[src/rtl/frame_centroid_pkg.sv]
// Shared frame geometry, datapath widths and scan controller states.
package frame_centroid_pkg;

    localparam int unsigned IMG_W   = 200;
    localparam int unsigned IMG_H   = 200;
    localparam int unsigned RD_LAT  = 2;

    localparam int unsigned ADDR_W  = 16;
    localparam int unsigned COORD_W = 8;
    localparam int unsigned SUM_W   = 24;
    localparam int unsigned CNT_W   = 16;
    localparam int unsigned PIX_W   = 3;
    localparam int unsigned DRAIN_W = 4;

    typedef enum logic [2:0] {
        ST_IDLE,
        ST_SCAN,
        ST_DRAIN,
        ST_DIVX,
        ST_DIVY,
        ST_DONE
    } state_e;

endpackage

[src/rtl/frame_centroid_seq_div.sv]
// Sequential restoring divider: one quotient bit per cycle, start/done handshake.
module seq_div
    import frame_centroid_pkg::*;
#(
    parameter int unsigned DVD_W = SUM_W,
    parameter int unsigned DVS_W = CNT_W,
    parameter int unsigned QUO_W = COORD_W
) (
    input  logic             clk,
    input  logic             rst,
    input  logic             start,
    input  logic [DVD_W-1:0] dividend,
    input  logic [DVS_W-1:0] divisor,
    output logic             done,
    output logic [QUO_W-1:0] quotient
);

    localparam int unsigned STEP_W = $clog2(DVD_W);
    localparam logic [STEP_W-1:0] LAST_STEP = STEP_W'(DVD_W - 1);

    logic             busy_q, busy_d;
    logic             done_q, done_d;
    logic [STEP_W-1:0] step_q, step_d;
    logic [DVD_W-1:0] quo_q, quo_d;
    logic [DVS_W-1:0] rem_q, rem_d;
    logic [DVS_W-1:0] dvs_q, dvs_d;

    logic [DVS_W:0]   rem_sh;
    logic [DVS_W+1:0] trial;

    // The quotient register starts as the dividend; its MSB feeds the remainder
    // while quotient bits shift in at the LSB.
    always_comb begin
        rem_sh = {rem_q, quo_q[DVD_W-1]};
        trial  = {1'b0, rem_sh} - {2'b00, dvs_q};
        busy_d = busy_q;
        done_d = 1'b0;
        step_d = step_q;
        quo_d  = quo_q;
        rem_d  = rem_q;
        dvs_d  = dvs_q;
        if (busy_q) begin
            if (!trial[DVS_W+1]) begin
                rem_d = trial[DVS_W-1:0];
                quo_d = {quo_q[DVD_W-2:0], 1'b1};
            end else begin
                rem_d = rem_sh[DVS_W-1:0];
                quo_d = {quo_q[DVD_W-2:0], 1'b0};
            end
            if (step_q == LAST_STEP) begin
                busy_d = 1'b0;
                done_d = 1'b1;
            end else begin
                step_d = step_q + 1'b1;
            end
        end else if (start) begin
            quo_d  = dividend;
            rem_d  = '0;
            dvs_d  = divisor;
            step_d = '0;
            busy_d = 1'b1;
        end
    end

    // Divider state registers.
    always_ff @(posedge clk or posedge rst) begin
        if (rst) begin
            busy_q <= 1'b0;
            done_q <= 1'b0;
            step_q <= '0;
            quo_q  <= '0;
            rem_q  <= '0;
            dvs_q  <= '0;
        end else begin
            busy_q <= busy_d;
            done_q <= done_d;
            step_q <= step_d;
            quo_q  <= quo_d;
            rem_q  <= rem_d;
            dvs_q  <= dvs_d;
        end
    end

    assign done     = done_q;
    assign quotient = quo_q[QUO_W-1:0];

endmodule

[src/rtl/frame_centroid.sv]
// Scans the frame RAM, accumulates coordinates of pixels at or above a
// threshold and reports their truncated centroid and count.
module frame_centroid
    import frame_centroid_pkg::*;
#(
    parameter int unsigned IMG_W  = frame_centroid_pkg::IMG_W,
    parameter int unsigned IMG_H  = frame_centroid_pkg::IMG_H,
    parameter int unsigned RD_LAT = frame_centroid_pkg::RD_LAT
) (
    input  logic               sysclk,
    input  logic               rst,
    input  logic               start,
    input  logic [PIX_W-1:0]   threshold,
    output logic [ADDR_W-1:0]  rdaddr,
    input  logic [PIX_W-1:0]   rddata,
    output logic               busy,
    output logic               done,
    output logic               found,
    output logic [COORD_W-1:0] cx,
    output logic [COORD_W-1:0] cy,
    output logic [CNT_W-1:0]   count
);

    localparam logic [ADDR_W-1:0]  LAST_ADDR  = ADDR_W'(IMG_W * IMG_H - 1);
    localparam logic [COORD_W-1:0] LAST_X     = COORD_W'(IMG_W - 1);
    localparam logic [DRAIN_W-1:0] LAST_DRAIN = DRAIN_W'(RD_LAT - 1);

    state_e               state_q, state_d;
    logic                 busy_q, busy_d;
    logic                 done_q, done_d;
    logic                 found_q, found_d;
    logic [COORD_W-1:0]   cx_q, cx_d;
    logic [COORD_W-1:0]   cy_q, cy_d;
    logic [CNT_W-1:0]     count_q, count_d;
    logic [ADDR_W-1:0]    addr_q, addr_d;
    logic [COORD_W-1:0]   x_q, x_d;
    logic [COORD_W-1:0]   y_q, y_d;
    logic [PIX_W-1:0]     thr_q, thr_d;
    logic [SUM_W-1:0]     sumx_q, sumx_d;
    logic [SUM_W-1:0]     sumy_q, sumy_d;
    logic [CNT_W-1:0]     cnt_q, cnt_d;
    logic [DRAIN_W-1:0]   drain_q, drain_d;
    logic [COORD_W-1:0]   qx_q, qx_d;
    logic [COORD_W-1:0]   qy_q, qy_d;
    logic [COORD_W-1:0]   dly_x_q [RD_LAT];
    logic [COORD_W-1:0]   dly_x_d [RD_LAT];
    logic [COORD_W-1:0]   dly_y_q [RD_LAT];
    logic [COORD_W-1:0]   dly_y_d [RD_LAT];
    logic [RD_LAT-1:0]    dly_v_q, dly_v_d;

    logic                 hit;
    logic                 div_start;
    logic [SUM_W-1:0]     div_dividend;
    logic                 div_done;
    logic [COORD_W-1:0]   div_quot;

    seq_div #(
        .DVD_W (SUM_W),
        .DVS_W (CNT_W),
        .QUO_W (COORD_W)
    ) u_div (
        .clk      (sysclk),
        .rst      (rst),
        .start    (div_start),
        .dividend (div_dividend),
        .divisor  (cnt_d),
        .done     (div_done),
        .quotient (div_quot)
    );

    // Delay line carrying x/y/valid so they line up with the returning RAM data.
    always_comb begin
        dly_v_d[0] = (state_q == ST_SCAN);
        dly_x_d[0] = x_q;
        dly_y_d[0] = y_q;
        for (int unsigned i = 1; i < RD_LAT; i++) begin
            dly_v_d[i] = dly_v_q[i-1];
            dly_x_d[i] = dly_x_q[i-1];
            dly_y_d[i] = dly_y_q[i-1];
        end
    end

    // Accumulation plus scan/drain/divide sequencing.
    // The last pixel is accumulated on the same edge DRAIN exits, so the exit
    // decision and the x divider start use the next-state sums and count.
    always_comb begin
        state_d      = state_q;
        busy_d       = busy_q;
        done_d       = 1'b0;
        found_d      = found_q;
        cx_d         = cx_q;
        cy_d         = cy_q;
        count_d      = count_q;
        addr_d       = addr_q;
        x_d          = x_q;
        y_d          = y_q;
        thr_d        = thr_q;
        sumx_d       = sumx_q;
        sumy_d       = sumy_q;
        cnt_d        = cnt_q;
        drain_d      = drain_q;
        qx_d         = qx_q;
        qy_d         = qy_q;
        div_start    = 1'b0;
        div_dividend = sumy_q;

        hit = dly_v_q[RD_LAT-1] && (rddata >= thr_q);
        if (hit) begin
            sumx_d = sumx_q + SUM_W'(dly_x_q[RD_LAT-1]);
            sumy_d = sumy_q + SUM_W'(dly_y_q[RD_LAT-1]);
            cnt_d  = cnt_q + 1'b1;
        end

        case (state_q)
            ST_IDLE: begin
                if (start) begin
                    thr_d   = threshold;
                    sumx_d  = '0;
                    sumy_d  = '0;
                    cnt_d   = '0;
                    qx_d    = '0;
                    qy_d    = '0;
                    addr_d  = '0;
                    x_d     = '0;
                    y_d     = '0;
                    busy_d  = 1'b1;
                    state_d = ST_SCAN;
                end
            end
            ST_SCAN: begin
                if (addr_q == LAST_ADDR) begin
                    addr_d  = '0;
                    x_d     = '0;
                    y_d     = '0;
                    drain_d = '0;
                    state_d = ST_DRAIN;
                end else begin
                    addr_d = addr_q + 1'b1;
                    if (x_q == LAST_X) begin
                        x_d = '0;
                        y_d = y_q + 1'b1;
                    end else begin
                        x_d = x_q + 1'b1;
                    end
                end
            end
            ST_DRAIN: begin
                if (drain_q == LAST_DRAIN) begin
                    if (cnt_d == '0) begin
                        qx_d    = '0;
                        qy_d    = '0;
                        state_d = ST_DONE;
                    end else begin
                        div_start    = 1'b1;
                        div_dividend = sumx_d;
                        state_d      = ST_DIVX;
                    end
                end else begin
                    drain_d = drain_q + 1'b1;
                end
            end
            ST_DIVX: begin
                if (div_done) begin
                    qx_d         = div_quot;
                    div_start    = 1'b1;
                    div_dividend = sumy_q;
                    state_d      = ST_DIVY;
                end
            end
            ST_DIVY: begin
                if (div_done) begin
                    qy_d    = div_quot;
                    state_d = ST_DONE;
                end
            end
            ST_DONE: begin
                found_d = (cnt_q != '0);
                cx_d    = qx_q;
                cy_d    = qy_q;
                count_d = cnt_q;
                done_d  = 1'b1;
                busy_d  = 1'b0;
                state_d = ST_IDLE;
            end
            default: state_d = ST_IDLE;
        endcase
    end

    // Controller, datapath and result registers.
    always_ff @(posedge sysclk or posedge rst) begin
        if (rst) begin
            state_q <= ST_IDLE;
            busy_q  <= 1'b0;
            done_q  <= 1'b0;
            found_q <= 1'b0;
            cx_q    <= '0;
            cy_q    <= '0;
            count_q <= '0;
            addr_q  <= '0;
            x_q     <= '0;
            y_q     <= '0;
            thr_q   <= '0;
            sumx_q  <= '0;
            sumy_q  <= '0;
            cnt_q   <= '0;
            drain_q <= '0;
            qx_q    <= '0;
            qy_q    <= '0;
            dly_x_q <= '{default: '0};
            dly_y_q <= '{default: '0};
            dly_v_q <= '0;
        end else begin
            state_q <= state_d;
            busy_q  <= busy_d;
            done_q  <= done_d;
            found_q <= found_d;
            cx_q    <= cx_d;
            cy_q    <= cy_d;
            count_q <= count_d;
            addr_q  <= addr_d;
            x_q     <= x_d;
            y_q     <= y_d;
            thr_q   <= thr_d;
            sumx_q  <= sumx_d;
            sumy_q  <= sumy_d;
            cnt_q   <= cnt_d;
            drain_q <= drain_d;
            qx_q    <= qx_d;
            qy_q    <= qy_d;
            dly_x_q <= dly_x_d;
            dly_y_q <= dly_y_d;
            dly_v_q <= dly_v_d;
        end
    end

    assign rdaddr = addr_q;
    assign busy   = busy_q;
    assign done   = done_q;
    assign found  = found_q;
    assign cx     = cx_q;
    assign cy     = cy_q;
    assign count  = count_q;

endmodule

[config.mk]
export PLATFORM = sky130hd
export DESIGN_NAME = frame_centroid
export DESIGN_NICKNAME = d
export VERILOG_FILES = /design/src/rtl/frame_centroid_pkg.sv /design/src/rtl/frame_centroid_seq_div.sv /design/src/rtl/frame_centroid.sv
export SDC_FILE = /design/constraint.sdc
export NUM_CORES = 1
export LEC_CHECK = 0
export CAP_MARGIN = 30
export CORE_AREA = 2 2 171 173
export DETAILED_ROUTE_END_ITERATION = 10
export DIE_AREA = 0 0 173 175
export HOLD_SLACK_MARGIN = 0.08
export PLACE_DENSITY = 0.7
export SYNTH_ARGS = -nofsm -noshare
export SYNTH_HDL_FRONTEND = slang
export SYNTH_SLANG_ARGS = --single-unit
[constraint.sdc]
create_clock -name sysclk -period 7.8 [get_ports sysclk]
set_clock_uncertainty 0.15 [all_clocks]
set_input_delay 1.17 -clock sysclk [delete_from_list [all_inputs] [get_ports sysclk]]
set_output_delay 1.17 -clock sysclk [all_outputs]
set_load 0.01 [all_outputs]
After elaboration in Yosys (flattened, before gate mapping)
Index checks and enable logic that the tools add are counted.

Register bits after elaboration: 254. Input port bits: 9. Word-level logic and storage cells: 135.

Add/sub/neg operators: 9. $lt $le $gt $ge: 1. Equality and inequality tests: 18. Mux-type cells: 58. Bitwise gates (word level): 1. Reduce and logical (&&, ||, !) cells: 20.

Operators by type and width (number): $mux W24 (11); $mux W16 (8); $mux W8 (8); $add A24 B8 Y24 (2); $pmux W8 S3 (2); $add A16 B1 Y16 const B (2); $pmux W16 S2 (1); $pmux W8 S2 (2); $mux W3 (6); $sub A17 B16 Y18 (1); $add A8 B1 Y8 const B (2); $eq A16 B16 Y1 const B (1); $logic_not A16 Y1 (1); $reduce_bool A16 Y1 (1); $mux W5 (3); $pmux W3 S5 (1); $reduce_and A5 Y1 (3); $mux W1 (11); $ne A2 B2 Y1 const B (5); $reduce_and A2 Y1 (5); $eq A8 B8 Y1 const B (1); $mux W4 (2); $pmux W4 S2 (1); $reduce_bool A2 Y1 (4); 16 further kinds (23).

Longest topological paths before layout
Gate-level depths: netlist (run 1).

Word-level depth: 9. Mapped depth: 12.

Modules after synthesis
Synthesis (run 1) repeated with hierarchy kept, for this count alone.

Cell total of the unflattened synthesis: 1355. Area, all modules: 13125.1 um2.

Modules (own cells, without submodules): frame_centroid (times used 1, cells an instance 938, area an instance 9351.5 um2, seq. area each 4779.6 um2); seq_div (times used 1, cells an instance 417, area an instance 3773.6 um2, seq. area each 1576.5 um2).

Least setup slack after synthesis (run 1)
OpenSTA, ideal clock, no wires.

Path type: input to register. Start point: input port rddata[2]. End point: register u_div.quo_q[10]. Data arrival time: 3.533 ns. Slack: 4.034 ns. Stages: 11. Path buffers: 2. Cell sequence: ha_1 a21oi_1 o21ai_2 nand2b_1 clkbuf_1 mux2i_1 nand3_1 o31ai_4 buf_4 mux2_2 o21ai_0.

Word-level cells in the longest chain between the ends: 9. Elaborated cells between the ends (all ways): 14. Those cells by class: 1 x order compare; 10 x mux; 3 x reduce/logical.

RTL lines: start, declared (line frame_centroid.sv:15) `input logic [PIX_W-1:0] rddata,`; $ge A3 B3 Y1 * (line frame_centroid.sv:107) `hit = dly_v_q[RD_LAT-1] && (rddata >= thr_q);`; $logic_and A1 B1 Y1 * (line frame_centroid.sv:107); $mux W16 (line frame_centroid.sv:108) `if (hit) begin`; $logic_not A16 Y1 (line frame_centroid.sv:149) `if (cnt_d == '0) begin`; $mux W24 (line frame_centroid.sv:149); $mux W24 (line frame_centroid.sv:148) `if (drain_q == LAST_DRAIN) begin`; $mux W24; $mux W24 (line frame_centroid_seq_div.sv:56) `end else if (start) begin`; $mux W24 (line frame_centroid_seq_div.sv:42) `if (busy_q) begin`; end signal, assigned (line frame_centroid_seq_div.sv:78) `quo_q <= quo_d;`; end, declared (line frame_centroid_seq_div.sv:24) `logic [DVD_W-1:0] quo_q, quo_d;`.

Mark *: on every way between the ends. The rest lies on a longest branch, timed or not. The select of a mux whose other input is x is not followed. A chain may end at the register's enable or synchronous reset.

Worst setup path in the final report (run 1)
Start point: input port rddata[0]. End point: register u_div.quo_q[23].

Same word-level chain as after synthesis.

==> results of run 1 <==
-- layer usage --
metal,part of all wire (%),track usage [%]
met3,3.7,2.70
met4,2.6,5.51
met5,0,0
met1,46,24.9
met2,48,31.3
-- layout make-up --
cell class	count	area, um^2
flip-flops and latches	254	6360
clock inverters	19	287
inverters	52	199
clock buffers	33	771
repair buffers	70	693
fillers	2531	13700
well taps	384	480
multi-input cells	941	5890
-- how the worst max path moves through the flow --
| stage | slack, ps | depth (start not counted) | end | startpoint |
|---|---|---|---|---|
| after floorplan | 3140 | 1 | busy | rst |
| after global placement | 2180 | 11 | u_div.quo_q[23] | rddata[0] |
| after detailed placement | 2070 | 11 | u_div.quo_q[23] | rddata[0] |
| after CTS | 2600 | 11 | u_div.quo_q[23] | rddata[0] |
| after global routing | 2290 | 11 | u_div.quo_q[23] | rddata[0] |
| final | 2610 | 11 | u_div.quo_q[23] | rddata[0] |
-- Yosys cell counts, types with 6 or more instances --
cell and count:
nor3_1 35, inv_1 50, mux2i_1 25, nor2b_1 6, buf_1 7, o211ai_1 7
a31oi_1 9, or3_1 14, nand2_1 206, a21o_1 14, o21ai_0 78, a21oi_1 56
nand2b_1 16, clkbuf_1 35, xor2_1 36, ha_1 43, mux2_2 20, buf_2 11
xnor2_1 36, nor4_1 7, o2bb2ai_1 13, a22o_1 22, nor2_1 123, dfrtp_1 254
and3_1 15, a211oi_1 6, mux2_4 10, nand3_1 40, o21a_1 13, nand4_1 17
-- flip-flops by register name, indices dropped and copies added, names as in the netlist, 16 cells and up --
name         count
u_div.quo_q     24
u_div.dvs_q     16
sumx_q          24
count           16
u_div.rem_q     16
cnt_q           16
sumy_q          24
rdaddr          16
-- cells by family (layout without fill, tap and decap cells) --
group,Yosys count,in the layout,share of synthesized area (%)
compound gates,269,269,14.1
xor+xnor,72,72,4.97
fa+ha+maj,46,46,4.71
buf+inv,110,174,3.52
flops,254,254,50.1
mux,55,55,4.93
simple gates,499,499,17.6
-- where the power goes --
| group | leakage, nW | switching [mW] | internal [mW] |
|---|---|---|---|
| clock network | 0.507 | 0.545 | 0.938 |
| logic | 2.66 | 1.04 | 0.740 |
| registers | 3.43 | 0.235 | 1.58 |
==> flow_summary.toml, run 1 <==
[sta]
relSlewSlack_pct = 31.8
fmax_mhz = 193
hold_viol = 0
whs_ps = 197
rsz0062_at_grt = "no"
setup_tns_ps = 0
post-route-period-util_pct = 66.5
setup_viol = 0
period_minus_slack_ps = 5190
setup_ws_ps = 2610
final-max-slew-violation-count = 0
tightest_slew_ps = 1010

[clocking]
cts_hold_buf = 0
cts_setup_buffers = 0
cts.sinks = 254
cts_max_level = 1
cts_made_buffers = 28
path_clk_slew_ps = 60
worstSkewPairLatency_ps = 540
cts.path.max_buffers = 3
cts_tree = "yes"
cts-root-buf = "clkbuf_16"
post_cts_resize_count = 0

[drt]
routed_wl_um = 28000
postRouteAntennaNets = 0
first_pass_iters = 5
num_vias = 9566
wire_per_inst_um = 16.0
drtIter0Drc = 606
drc = 0
viasPerCell = 5.46

[finish]
final_common_cell = "dfrtp_1"
final_cell_mix = "253 x dfrtp_1, 206 x nand2_1, 122 x nor2_1"
utilization_pct = 51.7
final_cell_count_no_fill = 1753
drive_gt1_share_pct = 7.96
nets = 1402
diodes = 0
syn2layout_area_growth_pct = 15.7
final_area_um2 = 14700

[job]
cap_violations = 0

[power]
p_leak_nw = 6.59
total_power_mw = 5.07
powerDensity_nw_per_um2 = 346
max-vdd-ir-drop_v = 0.000166

[yosys]
yosys.area.top_type_share_pct = 50.1
syn-num-nets = 1360
netlist_area_um2 = 12700
synthFlopType = "dfrtp_1"
syn_area_per_cell_um2 = 9.72
ys_types = 72
yosys.area.top_type = "dfrtp_1"
synthArstFlopShare_pct = 100
yosysSeqAreaShare_pct = 50.1
synthTopCellsByArea = "dfrtp_1 50%, nand2_1 6.1%, ha_1 4.2%, nor2_1 3.6%, o21ai_0 3.1%"
synth_edf_count = 0
yosys_warnings = 0
ys_ff_latch = 254
netlist_instances = 1305

[hold_path]
holdCritStartpoint = "dly_y_d[7]"
worstHoldPathCells = 0
hold_end = "dly_y_q[7]"
hold_path_class = "reg2reg"

[grt]
track_usage_pct = 18.6
grt_pass1_vias = 9472
grt_pass1_wl_um = 47000
grt_max_degree = 148
antenna_found_initial = 0
gr-total-overflow = 0

[worst_setup_path]
crit_arrival_ps = 5510
crit_chain = "clkdlybuf4s50_1 -> inv_1 -> ha_1 -> nor2b_1 -> o21ai_2 -> nand2_1 -> o41ai_1 -> nand3_1 -> o31ai_4 -> and2_1 -> a221o_1"
crit_type = "in2reg"
r2r-end = "u_div.quo_q[23]"
end_kind = "flop"
worstReg2RegStart = "thr_q[2]"
cp.required_ps = 8130
critPathBufInv = 2
ff2ff_setup_slack_ps = 3350
worstPathMaxFanout = 26
crit_slowest_cell = "o31ai_4"
max_stage_delay_ps = 760
cpLargestDelayFamily = "compound AO/OA/AOI/OAI gates"
critPathLaunchType = "input pin"
rr_worst_depth = 10

[floorplanning]
fp.dieH_um = 175
core-area_um2 = 28400
io_pins = 60
initial_core_util_pct = 44.7
num_rows = 62
die_area_um2 = 30300
die_w_um = 173

[place]
hpwlAfterDp_um = 19100
place_congestion = 0.874
place_ws_ps = 2070
io_buffer_count = 59
placed_cell_area_um2 = 13600
placedCellCount = 1701

[run_status]
status = "complete, no violations"
Power figures use the tool's default switching activity.
==> run 2, diff against run 1 <==
- clock period: 7.8 -> 4.4 ns (I/O delays scaled with it)
==> run 2 against run 1 <==
Register-to-register slack got worse by 2300 ps. Setup slack got worse by 1800 ps. Hold slack got worse by 2.9 ps. Critical path depth unchanged. Critical path type unchanged. Largest power group unchanged.
==> flow_summary.toml, run 2 (synthesis gave the netlist of run 1 again) <==
[clocking]
cts_setup_buffers = 0
post_cts_resize_count = 0
cts-root-buf = "clkbuf_16"
cts_tree = "yes"
cts_max_level = 1
cts.sinks = 254
worstSkewPairLatency_ps = 530
cts_made_buffers = 27
cts_hold_buf = 0
path_clk_slew_ps = 60
cts.path.max_buffers = 3

[drt]
routed_wl_um = 28500
drtIter0Drc = 668
wire_per_inst_um = 16.2
first_pass_iters = 5
postRouteAntennaNets = 0
drc = 0
viasPerCell = 5.50
num_vias = 9678

[finish]
seq_area_um2 = 6360
syn2layout_area_growth_pct = 14.9
final_cell_count_no_fill = 1759
reg_top3 = "sumx_q x24, sumy_q x24, u_div.quo_q x24"
final_area_um2 = 14600
final_common_cell = "dfrtp_1"
n_fill_cell = 2564
diodes = 0
multi_input_area_um2 = 5890
drive_gt1_share_pct = 8.00
nets = 1413
utilization_pct = 51.3
final_cell_mix = "253 x dfrtp_1, 206 x nand2_1, 122 x nor2_1"

[grt]
antenna_found_initial = 0
gr-total-overflow = 0
track_usage_pct = 19.0
grt_max_degree = 111
grt_pass1_vias = 9481
grt_pass1_wl_um = 48100

[floorplanning]
fp.dieH_um = 175
num_rows = 62
core-area_um2 = 28400
die_area_um2 = 30300
io_pins = 60
die_w_um = 173
initial_core_util_pct = 44.7

[worst_setup_path]
end_kind = "flop"
worstReg2RegStart = "thr_q[2]"
crit_type = "in2reg"
critPathLaunchType = "input pin"
crit_arrival_ps = 3840
worstPathMaxFanout = 8
critPathLaunch = "rddata[0]"
cp.required_ps = 4670

[sta]
period_minus_slack_ps = 3570
rsz0062_at_grt = "no"
fmax_mhz = 280
tightest_slew_ps = 1070
post-route-period-util_pct = 81.1
whs_ps = 194
relSlewSlack_pct = 28.0
final-max-slew-violation-count = 0
hold_viol = 0
setup_viol = 0
setup_ws_ps = 830
setup_tns_ps = 0

[power]
max-vdd-ir-drop_v = 0.000321
p_leak_nw = 6.56
powerDensity_nw_per_um2 = 594
total_power_mw = 8.65

[place]
place_ws_ps = 257
placedCellCount = 1713
io_buffer_count = 59
placed_cell_area_um2 = 13700
hpwlAfterDp_um = 19500
place_congestion = 0.880

[job]
cap_violations = 0

[hold_path]
hold_path_class = "reg2reg"
holdCritStartpoint = "dly_y_d[0]"

[run_status]
status = "complete, no violations"
## run 2: changes by cell type in the layout (fill, tap and decap cells not counted)
cell,delta
buf_4,+12
bufinv_16,-5
clkbuf_1,+5
clkinvlp_4,-3
clkbuf_16,-2
clkbuf_8,+2
clkinv_2,-2
buf_12,+1
buf_8,-1
clkinv_4,-1
## run 2: critical path, stage by stage
cell	delay [ps]
clkdlybuf4s50_1	470
inv_1	40
ha_1	180
nor2b_1	150
o21a_1	310
nor4_1	490
a41oi_1	300
o31ai_4	490
buf_4	260
mux2_2	340
o21ai_0	160
## run 2: final cells by class
type / count / share of cell area [%]
flip-flops and latches: 254 / 43.6
multi-input cells: 941 / 40.4
repair buffers: 82 / 5.41
clock buffers: 38 / 5.26
well taps: 384 / 3.30
inverters: 52 / 1.36
clock inverters: 8 / 0.652
## run 2: final timing paths
check                      slack [ps]              to  depth (start not counted)
min reg2reg                       190      dly_y_q[0]                          0
max in group asynchronous        3040    u_div.busy_q                          3
max                               830  u_div.quo_q[5]                         11
min in group asynchronous         510        count[9]                          3
max reg2reg                      1070  u_div.quo_q[5]                         11
min                               190      dly_y_q[0]                          0
## run 2: report_power, final
group | internal (mW) | switching (mW) | total, mW
Combinational | 1.34 | 1.86 | 3.20
Sequential | 2.80 | 0.431 | 3.23
Clock | 1.32 | 0.905 | 2.23
Total | 5.46 | 3.20 | 8.65
## run 2: routing by layer
layer	share of wire, %	up-vias	global-route usage (%)
met5	0	-	0
met2	49	202	32.3
met3	3.9	34	2.42
met1	45	4788	25.9
li1	-	4654	-
met4	2.0	0	4.48
==> run 3, diff against run 2 <==
- PLACE_DENSITY: 0.7 -> 0.68
- clock period: 4.4 -> 3.3 ns (I/O delays scaled with it)
==> run 3 against run 2 <==
Global-route usage up 0.25 points. Core utilization rose by 1.5 points. Non-clock buffer count grew 34. Die area is the same. Setup slack worse by 610 ps. Largest power group is now combinational cells. Highest routed layer unchanged.
==> flow_summary.toml, run 3 (synthesis gave the netlist of run 1 again) <==
[run_status]
status = "complete, no violations"

[worst_setup_path]
rr_worst_depth = 12
critPathLaunchType = "input pin"
worstPathMaxFanout = 14
max_stage_delay_ps = 450
crit_end = "u_div.quo_q[14]"
critPathLaunch = "rddata[0]"
crit_chain = "clkdlybuf4s50_1 -> inv_1 -> ha_1 -> nor2b_1 -> o21ai_2 -> nand2b_1 -> o32ai_1 -> nand3_1 -> o31ai_4 -> buf_12 -> buf_12 -> mux2_2 -> o21ai_0"
end_kind = "flop"
path_common_cell = "buf_12"
r2r-end = "u_div.quo_q[14]"
crit_slowest_cell = "clkdlybuf4s50_1"
cp.required_ps = 3590
ff2ff_setup_slack_ps = 230
crit_type = "in2reg"
worstReg2RegStart = "thr_q[2]"
crit_arrival_ps = 3370

[power]
powerDensity_nw_per_um2 = 803
p_sw_share_pct = 36.1
combPwrFrac_pct = 36.8
clockPowerShare_pct = 27.2
p_int_mw = 7.70
seqPwrFrac_pct = 36.0
max-vdd-ir-drop_v = 0.000433
p_leak_nw = 6.82
power.switching_mw = 4.35

[place]
io_buffer_count = 59
placedCellCount = 1747
hpwlAfterDp_um = 20000
placed_cell_area_um2 = 14000
place_congestion = 0.832

[drt]
first_pass_iters = 5
routed_wl_um = 28800
wire_per_inst_um = 16.0
drc = 0
viasPerCell = 5.40
postRouteAntennaNets = 0
drtIter0Drc = 777
num_vias = 9691

[sta]
hold_viol = 0
rsz0062_at_grt = "yes"
fmax_mhz = 324
period_minus_slack_ps = 3080
tightest_slew_ps = 921
whs_ps = 180
relSlewSlack_pct = 38.4
setup_tns_ps = 0
post-route-period-util_pct = 93.4
setup_viol = 0
final-max-slew-violation-count = 0

[floorplanning]
io_pins = 60
core-area_um2 = 28400
initial_core_util_pct = 44.7
num_rows = 62
die_area_um2 = 30300
die_w_um = 173
fp.dieH_um = 175

[grt]
grt_pass1_vias = 9593
antenna_found_initial = 0
grt_max_degree = 82
grt_pass1_wl_um = 48500
track_usage_pct = 19.2
gr-total-overflow = 0

[clocking]
cts-root-buf = "clkbuf_16"
worstSkewPairLatency_ps = 550
path_clk_slew_ps = 60
cts_max_level = 1
cts_tree = "yes"
cts.path.max_buffers = 3
cts_made_buffers = 27
cts.sinks = 254

[finish]
final_cell_mix = "253 x dfrtp_1, 206 x nand2_1, 122 x nor2_1"
syn2layout_area_growth_pct = 18.4
nets = 1447
final_cell_count_no_fill = 1796
drive_gt1_share_pct = 10.8
diodes = 0
final_common_cell = "dfrtp_1"
final_area_um2 = 15000
reg_top3 = "sumx_q x24, sumy_q x24, u_div.quo_q x24"

[hold_path]
hold_path_class = "in2async"

[job]
cap_violations = 0
[run 3: critical path, delay by kind of cell]
kind	cells	cell delay, ps
AOI/OAI and AO/OA	4	1050
buffers and inverters	4	800
and+or+nand+nor	3	500
muxes	1	320
adders and majority gates	1	180
[run 3: power groups by stage]
stage / clock (mW) / combinational, mW / sequential, mW
after floorplan: 0 / 3.21 / 4.15
after global placement: 0 / 4.25 / 4.37
after detailed placement: 0 / 4.38 / 4.38
after CTS: 3.35 / 4.41 / 4.33
after global routing: 3.48 / 4.97 / 4.42
final: 3.28 / 4.43 / 4.34
[run 3: per-layer routing]
| metal | global-route usage [%] | up-vias | share of wire, % |
|---|---|---|---|
| met4 | 5.86 | 0 | 2.5 |
| met2 | 32.3 | 181 | 48 |
| met1 | 26.1 | 4743 | 46 |
| met3 | 2.39 | 46 | 3.5 |
| met5 | 0 | - | 0 |
| li1 | - | 4721 | - |
[run 3: what timing repair did]
item | CTS | global route
setup buffers | 0 | 0
resized for setup | 0 | 3
setup endpoints to repair | 0 | 33
hold buffers | 0 | 0
[run 3: worst min path at each step]
stage,start,slack (ps),cells past startpoint,end
after floorplan,dly_v_q[0],180,0,dly_v_q[1]
after global placement,dly_y_d[0],180,0,dly_y_q[0]
after detailed placement,dly_x_d[0],180,0,dly_x_q[0]
after CTS,rst,170,2,cy[3]
after global routing,dly_y_d[1],200,0,dly_y_q[1]
final,rst,180,2,cy[5]
[run 3: cell type report]
class | count | area [um^2]
repair buffers | 116 | 1110
clock inverters | 17 | 251
flip-flops and latches | 254 | 6360
clock buffers | 32 | 714
fillers | 2573 | 13400
well taps | 384 | 480
inverters | 52 | 199
multi-input cells | 941 | 5910
[run 3: per-stage QoR]
| stage | worst slack [ps] | power, mW | util, % |
|---|---|---|---|
| 6_report | 217 | 12.1 | 52.9 |
| 3_5_place_dp | -348 | 8.76 | 49.4 |
| 2_1_floorplan | -689 | 7.36 | - |
| 4_1_cts | 177 | 12.1 | 52.8 |
| 3_3_place_gp | -338 | 8.62 | 49.4 |
| 5_1_grt | -6.96 | 12.9 | 52.9 |
